`config.mk`:
```
export PLATFORM = sky130hd
export DESIGN_NAME = multi_heat_sensor_flat
export DESIGN_NICKNAME = d
export VERILOG_FILES = /design/src/rtl/heat_sensor_pkg.sv /design/src/rtl/multi_heat_sensor_if.sv /design/src/rtl/heat_sensor_channel.sv /design/src/rtl/multi_heat_sensor.sv /design/src/flat_wrapper.sv
export SDC_FILE = /design/constraint.sdc
export NUM_CORES = 1
export LEC_CHECK = 0
export BUFFER_PORTS_ARGS = -buffer_cell sky130_fd_sc_hd__buf_2
export CORE_UTILIZATION = 30
export DETAILED_ROUTE_END_ITERATION = 10
export GPL_TIMING_DRIVEN = 0
export PLACE_DENSITY = 0.48
export RECOVER_POWER = 25
export SYNTH_ARGS = -nofsm -noshare
export SYNTH_HDL_FRONTEND = slang
export SYNTH_HIERARCHICAL = 1
export SYNTH_SLANG_ARGS = --single-unit
```
`constraint.sdc`:
```
create_clock -name clk -period 2.6 [get_ports clk]
set_input_delay 0 -clock clk [delete_from_list [all_inputs] [get_ports clk]]
set_output_delay 0 -clock clk [all_outputs]
set_load 0.02 [all_outputs]
```
`src/rtl/heat_sensor_pkg.sv`:
```
// Shared register map, CTRL/STATUS bit positions and FSM state type for the
// multi-channel ring-oscillator heat sensor.
package heat_sensor_pkg;

  localparam int unsigned ADDR_W = 4;
  localparam int unsigned DATA_W = 32;

  localparam logic [ADDR_W-1:0] ADDR_CTRL   = 4'd0;
  localparam logic [ADDR_W-1:0] ADDR_WINDOW = 4'd1;
  localparam logic [ADDR_W-1:0] ADDR_THRESH = 4'd2;
  localparam logic [ADDR_W-1:0] ADDR_STATUS = 4'd3;
  localparam logic [ADDR_W-1:0] ADDR_COUNT0 = 4'd4;

  localparam int unsigned CTRL_RUN_BIT     = 0;
  localparam int unsigned CTRL_MASK_LSB    = 8;
  localparam int unsigned STATUS_BUSY_BIT  = 0;
  localparam int unsigned STATUS_VALID_LSB = 8;
  localparam int unsigned STATUS_ALARM_LSB = 16;

  typedef enum logic [1:0] {
    ST_IDLE    = 2'd0,
    ST_MEASURE = 2'd1,
    ST_LATCH   = 2'd2
  } state_e;

  // Word address of COUNT[i].
  function automatic logic [ADDR_W-1:0] count_addr(input int unsigned i);
    return ADDR_COUNT0 + ADDR_W'(i);
  endfunction

endpackage

```
`src/rtl/multi_heat_sensor_if.sv`:
```
// Avalon-MM style register slave bus for the heat sensor.
interface multi_heat_sensor_if;
  import heat_sensor_pkg::*;

  logic [ADDR_W-1:0] avs_s0_address;
  logic              avs_s0_read;
  logic              avs_s0_write;
  logic [DATA_W-1:0] avs_s0_writedata;
  logic [DATA_W-1:0] avs_s0_readdata;

  modport master (
    output avs_s0_address, avs_s0_read, avs_s0_write, avs_s0_writedata,
    input  avs_s0_readdata
  );

  modport slave (
    input  avs_s0_address, avs_s0_read, avs_s0_write, avs_s0_writedata,
    output avs_s0_readdata
  );
endinterface

```
`src/rtl/heat_sensor_channel.sv`:
```
// One sensor channel: synchroniser for the async oscillator tap, rising-edge
// detect and a saturating edge counter.
module heat_sensor_channel #(
  parameter int unsigned CNT_W       = 24,
  parameter int unsigned SYNC_STAGES = 2
) (
  input  logic             clk,
  input  logic             reset,
  input  logic             osc,
  input  logic             clear,
  input  logic             count_en,
  output logic [CNT_W-1:0] count
);

  logic [SYNC_STAGES-1:0] sync_q;
  logic                   prev_q;
  logic                   rise_c;

  always_ff @(posedge clk) begin
    if (reset) begin
      sync_q <= '0;
      prev_q <= 1'b0;
    end else begin
      sync_q <= {sync_q[SYNC_STAGES-2:0], osc};
      prev_q <= sync_q[SYNC_STAGES-1];
    end
  end

  assign rise_c = sync_q[SYNC_STAGES-1] & ~prev_q;

  // Clear has priority; the counter sticks at all-ones instead of wrapping.
  always_ff @(posedge clk) begin
    if (reset) begin
      count <= '0;
    end else if (clear) begin
      count <= '0;
    end else if (count_en && rise_c && (count != {CNT_W{1'b1}})) begin
      count <= count + CNT_W'(1);
    end
  end

endmodule

```
`src/rtl/multi_heat_sensor.sv`:
```
// Multi-channel heat sensor: per-channel oscillator edge counters gated by a
// programmable measurement window, with results and alarms in a register file.
module multi_heat_sensor
  import heat_sensor_pkg::*;
#(
  parameter int unsigned N_CH        = 4,
  parameter int unsigned CNT_W       = 24,
  parameter int unsigned WIN_W       = 24,
  parameter int unsigned SYNC_STAGES = 2
) (
  input  logic                 clk,
  input  logic                 reset,
  multi_heat_sensor_if.slave   bus,
  input  logic [N_CH-1:0]      osc_in,
  output logic [N_CH-1:0]      heat_en,
  output logic [N_CH-1:0]      alarm
);

  state_e            state_q, state_d;
  logic              start_c;
  logic              latch_c;
  logic              count_en_c;

  logic              ctrl_run_q;
  logic [WIN_W-1:0]  window_q;
  logic [CNT_W-1:0]  thresh_q;
  logic [WIN_W-1:0]  win_cnt_q;
  logic [WIN_W-1:0]  win_last_q;

  logic [CNT_W-1:0]  cnt     [N_CH];
  logic [CNT_W-1:0]  count_q [N_CH];
  logic [N_CH-1:0]   valid_q;
  logic [N_CH-1:0]   alarm_c;
  logic [N_CH-1:0]   rd_clr_c;
  logic [DATA_W-1:0] rd_data_c;
  logic              unused_wdata_c;

  assign unused_wdata_c = ^bus.avs_s0_writedata;
  assign count_en_c     = (state_q == ST_MEASURE);

  for (genvar i = 0; i < N_CH; i++) begin : g_ch
    heat_sensor_channel #(
      .CNT_W       (CNT_W),
      .SYNC_STAGES (SYNC_STAGES)
    ) u_ch (
      .clk      (clk),
      .reset    (reset),
      .osc      (osc_in[i]),
      .clear    (start_c),
      .count_en (count_en_c),
      .count    (cnt[i])
    );
  end

  always_ff @(posedge clk) begin
    if (reset) state_q <= ST_IDLE;
    else       state_q <= state_d;
  end

  // Next state; start_c opens a window (counters cleared), latch_c commits results.
  always_comb begin
    state_d = state_q;
    start_c = 1'b0;
    latch_c = 1'b0;
    case (state_q)
      ST_IDLE: begin
        if (ctrl_run_q) begin
          state_d = ST_MEASURE;
          start_c = 1'b1;
        end
      end
      ST_MEASURE: begin
        if (!ctrl_run_q)                     state_d = ST_IDLE;
        else if (win_cnt_q == win_last_q)    state_d = ST_LATCH;
      end
      ST_LATCH: begin
        latch_c = 1'b1;
        if (ctrl_run_q) begin
          state_d = ST_MEASURE;
          start_c = 1'b1;
        end else begin
          state_d = ST_IDLE;
        end
      end
      default: state_d = ST_IDLE;
    endcase
  end

  // Window length is sampled at window start so mid-window writes apply next time.
  always_ff @(posedge clk) begin
    if (reset) begin
      win_cnt_q  <= '0;
      win_last_q <= '0;
    end else if (start_c) begin
      win_cnt_q  <= '0;
      win_last_q <= (window_q == '0) ? '0 : window_q - WIN_W'(1);
    end else if (state_q == ST_MEASURE) begin
      win_cnt_q  <= win_cnt_q + WIN_W'(1);
    end
  end

  always_comb begin
    for (int i = 0; i < N_CH; i++) begin
      alarm_c[i]  = (cnt[i] < thresh_q);
      rd_clr_c[i] = bus.avs_s0_read && (bus.avs_s0_address == count_addr(i));
    end
  end

  always_ff @(posedge clk) begin
    if (reset) begin
      ctrl_run_q <= 1'b0;
      heat_en    <= '0;
      window_q   <= '0;
      thresh_q   <= '0;
    end else if (bus.avs_s0_write) begin
      case (bus.avs_s0_address)
        ADDR_CTRL: begin
          ctrl_run_q <= bus.avs_s0_writedata[CTRL_RUN_BIT];
          heat_en    <= bus.avs_s0_writedata[CTRL_MASK_LSB +: N_CH];
        end
        ADDR_WINDOW: window_q <= bus.avs_s0_writedata[WIN_W-1:0];
        ADDR_THRESH: thresh_q <= bus.avs_s0_writedata[CNT_W-1:0];
        default: ;
      endcase
    end
  end

  // Results; a LATCH setting valid wins over a same-cycle COUNT read clearing it.
  always_ff @(posedge clk) begin
    if (reset) begin
      valid_q <= '0;
      alarm   <= '0;
      for (int i = 0; i < N_CH; i++) count_q[i] <= '0;
    end else if (latch_c) begin
      valid_q <= '1;
      alarm   <= alarm_c;
      for (int i = 0; i < N_CH; i++) count_q[i] <= cnt[i];
    end else begin
      valid_q <= valid_q & ~rd_clr_c;
    end
  end

  always_comb begin
    rd_data_c = '0;
    case (bus.avs_s0_address)
      ADDR_CTRL:   rd_data_c = DATA_W'(ctrl_run_q) |
                               (DATA_W'(heat_en) << CTRL_MASK_LSB);
      ADDR_WINDOW: rd_data_c = DATA_W'(window_q);
      ADDR_THRESH: rd_data_c = DATA_W'(thresh_q);
      ADDR_STATUS: rd_data_c = (DATA_W'(state_q != ST_IDLE) << STATUS_BUSY_BIT) |
                               (DATA_W'(valid_q) << STATUS_VALID_LSB) |
                               (DATA_W'(alarm)   << STATUS_ALARM_LSB);
      default: begin
        for (int i = 0; i < N_CH; i++) begin
          if (bus.avs_s0_address == count_addr(i)) rd_data_c = DATA_W'(count_q[i]);
        end
      end
    endcase
  end

  always_ff @(posedge clk) begin
    if (reset)                 bus.avs_s0_readdata <= '0;
    else if (bus.avs_s0_read)  bus.avs_s0_readdata <= rd_data_c;
  end

endmodule

```
`src/flat_wrapper.sv`:
```
// flat-port wrapper written by rule: the top's interface ports become plain ports
module multi_heat_sensor_flat import heat_sensor_pkg::*;
#(
  parameter int unsigned N_CH        = 4,
  parameter int unsigned CNT_W       = 24,
  parameter int unsigned WIN_W       = 24,
  parameter int unsigned SYNC_STAGES = 2
)
  (clk, reset, osc_in, heat_en, alarm, bus_avs_s0_address, bus_avs_s0_read, bus_avs_s0_write, bus_avs_s0_writedata, bus_avs_s0_readdata);
  multi_heat_sensor_if bus_i ();
  input  logic clk;
  input  logic reset;
  input  logic [N_CH-1:0] osc_in;
  output logic [N_CH-1:0] heat_en;
  output logic [N_CH-1:0] alarm;
  input wire logic [$bits(bus_i.avs_s0_address)-1:0] bus_avs_s0_address;
  input wire logic [$bits(bus_i.avs_s0_read)-1:0] bus_avs_s0_read;
  input wire logic [$bits(bus_i.avs_s0_write)-1:0] bus_avs_s0_write;
  input wire logic [$bits(bus_i.avs_s0_writedata)-1:0] bus_avs_s0_writedata;
  output wire logic [$bits(bus_i.avs_s0_readdata)-1:0] bus_avs_s0_readdata;
  assign bus_i.avs_s0_address = bus_avs_s0_address;
  assign bus_i.avs_s0_read = bus_avs_s0_read;
  assign bus_i.avs_s0_write = bus_avs_s0_write;
  assign bus_i.avs_s0_writedata = bus_avs_s0_writedata;
  assign bus_avs_s0_readdata = bus_i.avs_s0_readdata;
  multi_heat_sensor #(.N_CH(N_CH), .CNT_W(CNT_W), .WIN_W(WIN_W), .SYNC_STAGES(SYNC_STAGES)) u_core (.clk(clk), .reset(reset), .bus(bus_i), .osc_in(osc_in), .heat_en(heat_en), .alarm(alarm));
endmodule
```
== Word-level counts from Yosys, hierarchy flattened ==
Memory sizes are Yosys's and may differ from the RTL's.
Cells that the tools add are included.

* $add $sub $neg: 6
* Bitwise logic cells: 17
* $lt $le $gt $ge: 4
* Reduce and logical (&&, ||, !) cells: 22
* Shift-type cells: 0
* Multiplexer cells: 24
* Equality and inequality tests: 16
* Divide/modulo/power cells: 0
* Multipliers: 0

{| class="wikitable"
|+ Operator list
! cell !! count
|-
| 24-bit two-way mux || 9
|-
| 32-bit case mux with 4 select lines || 1
|-
| 24-bit by 1-bit adder with 24-bit output, second input constant || 5
|-
| 24-bit < comparator || 4
|-
| 24-bit != test, second input constant || 4
|-
| 32-bit by 20-bit OR with 32-bit output || 1
|-
| 24-bit equality test || 1
|-
| 24-bit logical NOT || 1
|-
| 1-bit by 12-bit OR with 12-bit output || 2
|-
| 24-bit by 1-bit subtractor with 24-bit output, second input constant || 1
|-
| 4-bit by 3-bit equality test with 1-bit output, second input constant || 4
|-
| 1-bit logical AND || 12
|-
| 1-bit two-way mux || 9
|-
| 4-bit by 2-bit equality test with 1-bit output, second input constant || 2
|-
| 2-bit AND reduction || 4
|-
| 2-bit two-way mux || 3
|-
| 2-bit case mux with 3 select lines || 1
|-
| 1-bit bitwise AND || 4
|-
| 4-bit bitwise AND || 1
|-
| 4-bit by 1-bit equality test with 1-bit output, second input constant || 1
|-
| 4-bit logical NOT || 1
|-
| 4-bit two-way mux || 1
|-
| 1-bit NOT || 4
|-
| 4-bit NOT || 1
|-
| other kinds (8) || 12
|}

* Output and inout port bits: 40
* RAM bits: 96
* Bits in read-only memories: 0
* Latch bits: 0
* Logic and storage cells: 112
* Bits of input ports: 44
* Register bits after elaboration: 251
* Memories: 1

{| class="wikitable"
|+ Memories
! memory !! depth !! width !! rd ports !! clocked after Yosys merged registers in !! wr ports !! line !! source
|-
| u_core.count_q || 4 || 24 || 4 || 0 || 4 || multi_heat_sensor.sv:31 || <nowiki>logic [CNT_W-1:0] count_q [N_CH];</nowiki>
|}

== Depth between registers and ports, before layout ==
* Depth after elaboration: 6
* Depth in mapped cells: 8

== Hierarchy ==
Netlist, hierarchy kept.

{| class="wikitable"
|+ Modules (own cells, without submodules)
! module !! area an instance (um^2) !! instances !! cells an instance
|-
| multi_heat_sensor || 12271.8 || 1 || 1252
|-
| heat_sensor_channel || 1345.0 || 4 || 156
|}

== Least setup slack after synthesis ==
Ideal clock, no wire load.

* Path kind: reg-to-reg
* Start point: reg u_core.state_q[0]
* End point: mem u_core.count_q[0][0] (enable)
* Buffers on the path: 0
* Stages on the path, launching flop included: 4
* Setup slack: -0.265 ns
* Arrival time: 2.415 ns
* Cells stage by stage: dfxtp_1 > inv_1 > a21oi_1 > inv_1

{| class="wikitable"
|+ RTL lines
! element !! line !! source
|-
| from (decl) || multi_heat_sensor.sv:19 || <nowiki>state_e state_q, state_d;</nowiki>
|-
| from (signal assigned) || multi_heat_sensor.sv:57 || <nowiki>else state_q <= state_d;</nowiki>
|-
| to (decl) || multi_heat_sensor.sv:31 ||
|}

== Worst setup path in the final report ==
* Start point: reg u_core.state_q[0]
* End point: reg u_core.g_ch[2].u_ch.count[18]

{| class="wikitable"
|+ RTL lines
! element !! line !! source
|-
| 2-bit by 1-bit equality test with 1-bit output || multi_heat_sensor.sv:39 || <nowiki>assign count_en_c = (state_q == ST_MEASURE);</nowiki>
|-
| net u_core.count_en_c || multi_heat_sensor.sv:22 || <nowiki>logic count_en_c;</nowiki>
|-
| 1-bit logical AND (2 in a row) || heat_sensor_channel.sv:37 || <nowiki>end else if (count_en && rise_c && (count != {CNT_W{1'b1}})) begin</nowiki>
|-
| to (signal assigned) || heat_sensor_channel.sv:38 || <nowiki>count <= count + CNT_W'(1);</nowiki>
|-
| to (decl) || heat_sensor_channel.sv:12 || <nowiki>output logic [CNT_W-1:0] count</nowiki>
|}

The timed path passes the listed nets, and every way through them passes these cells.
A chain may end at the register's enable or synchronous reset.

==> flow_summary.yaml <==
clock_tree:
  clockRootBuffer: "clkbuf_16"
  cts_made_buffers: 40
  cts_tree: "done"
  clockBufferDepth: 3
  h-tree-depth: 2
  cts.reportedPaths.clkPinSlew_ns: 0.06
  clock-sinks: 339
  clkLatencyLatePin_ns: 0.58
drt:
  vias: 14600
  final_antenna_net_count: 0
  first_pass_iters: 5
  route.detailed.drc: 0
  wirelength_mm: 57.9
  wire_per_inst_um: 20.4
  drt_iter0_markers: 976
  viasPerCell: 5.17
place:
  place_congestion: 0.900
  post-place-ws_ns: -0.821
  portBuffers: 64
  dp_hpwl_mm: 44.4
global_routing:
  grt.overflow.total: 0
  track_usage_pct: 19.3
  grt_pass1_wl_mm: 87.1
  grt_max_degree: 44
  grt_pass1_vias: 14200
  antenna_found_initial: 1
sta:
  fmax_mhz: 403
  rsz0062_at_grt: "yes"
  fin_ws_ns: 0.117
  fin_skew_ns: 0.0273
  hold_violations: 0
  worst_hold_slack_ns: 0.0261
  post-route-min-period_ns: 2.48
  setup_viol: 0
  worst_pin_slew_ns: 1.01
  final_max_slew_viol_count: 0
  relSlewSlack_pct: 31.8
  finalCritPeriodShare_pct: 95.5
floorplanning:
  ios: 84
  fp.dieW_um: 245
  initial_core_util_pct: 30.5
  core_area_sq_um: 57900
  rows: 88
  die_area_sq_um: 59800
  die_h_um: 245
final_layout:
  multi_input_area_sq_um: 9360
  area_growth_pct: 18.0
  nFillCells: 6037
  diodes: 0
  drive_above_1_share_pct: 10.2
  fin_nets: 2181
  seqCellArea_sq_um: 7750
synth:
  yosys_warnings: 6
  synth.distinct_cells: 61
  yosysMostFrequentCell: "dfxtp_1"
  seq_area_frac_synth_pct: 43.9
  synth-edff-count: 96
  synth-seq-cells: 339
  netlist_area_sq_um: 17700
  synth.largest_area_cell: "dfxtp_1"
  synth_common_cells: "243 x dfxtp_1, 228 x nand2_1, 154 x a21oi_1"
  synthArstFlopShare_pct: 0
  synth_area_leaders: "dfxtp_1 28%, edfxtp_1 16%, ha_1 7.0%"
  synthFlopType: "dfxtp_1"
  synth_top_area_share_pct: 27.6
  syn_avg_cell_area_sq_um: 9.41
  syn_inst: 1876
pwr:
  p_leak_nw: 7.67
  powerDensity_nw_per_um2: 584
  ir_drop_v: 0.000442
setup_path:
  path_cells: "nor2b_1, clkbuf_4, nand3b_1, or4_1, or4_1, a21oi_1"
  critical_path.max_stage_delay_ns: 0.57
  cp-end-kind: "flop"
  cp.buffers_inverters: 1
  worstPathArrival_ns: 2.97
  critPathTopFamily: "simple AND/OR/NAND/NOR gates"
  required_ns: 3.09
  crit_fanout: 13
  cpMaxStageDelayCell: "or4_1"
  crit_top_cell: "or4_1"
  start_kind: "flop"
  worstSetupPathType: "flop to flop"
job:
  maxCapViolations: 0
worst_hold_path:
  hold_class: "input pin to flop"
status:
  outcome: "finished, final reports clean"
[through the flow]
| stage | util [%] | setup TNS [ns] | cells | power, mW | area, sq um |
|---|---|---|---|---|---|
| final | 36.0 | 0 | 2834 | 12.2 | 20800 |
| after floorplan | - | 0 | 1883 | 6.09 | 17700 |
| after global routing | 36.0 | -0.0238 | 2834 | 12.6 | 20800 |
| after detailed placement | 32.8 | -60.14 | 2714 | 6.36 | 19000 |
| after CTS | 35.9 | 0 | 2827 | 12.3 | 20800 |
| after global placement | 32.7 | -175.57 | 2712 | 6.35 | 19000 |
[final timing paths]
path / from / to / slack [ns] / depth (start not counted)
max: u_core/state_q[0] / u_core/g_ch[2].u_ch/count[18] / 0.12 / 6
min: bus_avs_s0_address[3] / u_core/bus.avs_s0_readdata[0] / 0.03 / 4
max reg2reg: u_core/state_q[0] / u_core/g_ch[2].u_ch/count[18] / 0.12 / 6
min reg2reg: u_core/g_ch[1].u_ch/sync_q[0] / u_core/g_ch[1].u_ch/sync_q[1] / 0.44 / 1
[layout by cell type (no fill, tap or decap), types with 17 or more instances in the layout]
cell type / instances
a211oi_1: 17
a21oi_1: 153
a22oi_1: 20
and2_1: 104
buf_2: 36
clkbuf_1: 113
clkbuf_16: 41
dfxtp_1: 243
dlygate4sd3_1: 40
edfxtp_1: 96
ha_1: 99
inv_1: 49
mux4_2: 29
nand2_1: 228
nand3_1: 53
nand4_1: 47
nor2_1: 145
nor2b_1: 26
nor3_1: 26
o211ai_1: 27
o21ai_0: 97
or3_1: 37
or4_1: 20
xnor2_1: 66
xor2_1: 47
[sequential cells by signal, summed over array words and instances, names as in the netlist, 8 cells and up]
name,count
u_core/g_ch.u_ch/count,96
u_core/count_q,96
u_core/g_ch.u_ch/sync_q,8
u_core/window_q,24
u_core/win_last_q,24
u_core/win_cnt_q,24
u_core/bus.avs_s0_readdata,24
u_core/thresh_q,24
[worst min-delay path, delay by kind of cell]
kind / cells / cell delay [ns]
and+or+nand+nor: 1 / 0.12
AOI/OAI and AO/OA: 2 / 0.27
buffers and inverters: 1 / 0.15
[logic make-up (layout without fill, tap and decap cells)]
logic type,count (synthesis),count (layout),share of synthesized area [%]
flops,339,339,43.9
simple gates,769,769,23.0
xor+xnor,113,113,5.61
mux,43,43,4.55
compound gates,366,366,12.4
fa+ha+maj,99,99,7.02
buf+inv,146,332,3.52
other cells,1,8,0.0212
[what timing repair did]
item                                   CTS  global route
hold buffers                            40             0
pin swaps                                0             5
endpoints found under the hold margin   69             0
setup endpoints to repair               75            35
buffers inserted                         0             7
resized for setup                        4             6
[per-layer routing]
layer / track usage (%) / share of wire, %
met5: 0 / 0
met3: 2.38 / 4.6
met2: 32.1 / 47
met1: 24.9 / 44
met4: 8.92 / 4.2
[cell type report]
cell class | instances | area share (%)
Inverter | 51 | 0.937
Multi-Input combinational cell | 1398 | 44.9
Buffer | 95 | 2.08
Tap cell | 765 | 4.60
Sequential cell | 339 | 37.2
Clock inverter | 17 | 0.955
Clock buffer | 56 | 5.58
Timing Repair Buffer | 113 | 3.70
[power breakdown]
| group | total [mW] | switching, mW | internal, mW |
|---|---|---|---|
| clock network | 5.87 | 2.35 | 3.52 |
| registers | 5.56 | 0.0494 | 5.51 |
| logic | 0.727 | 0.455 | 0.272 |
(Power assumes the default switching activity.)
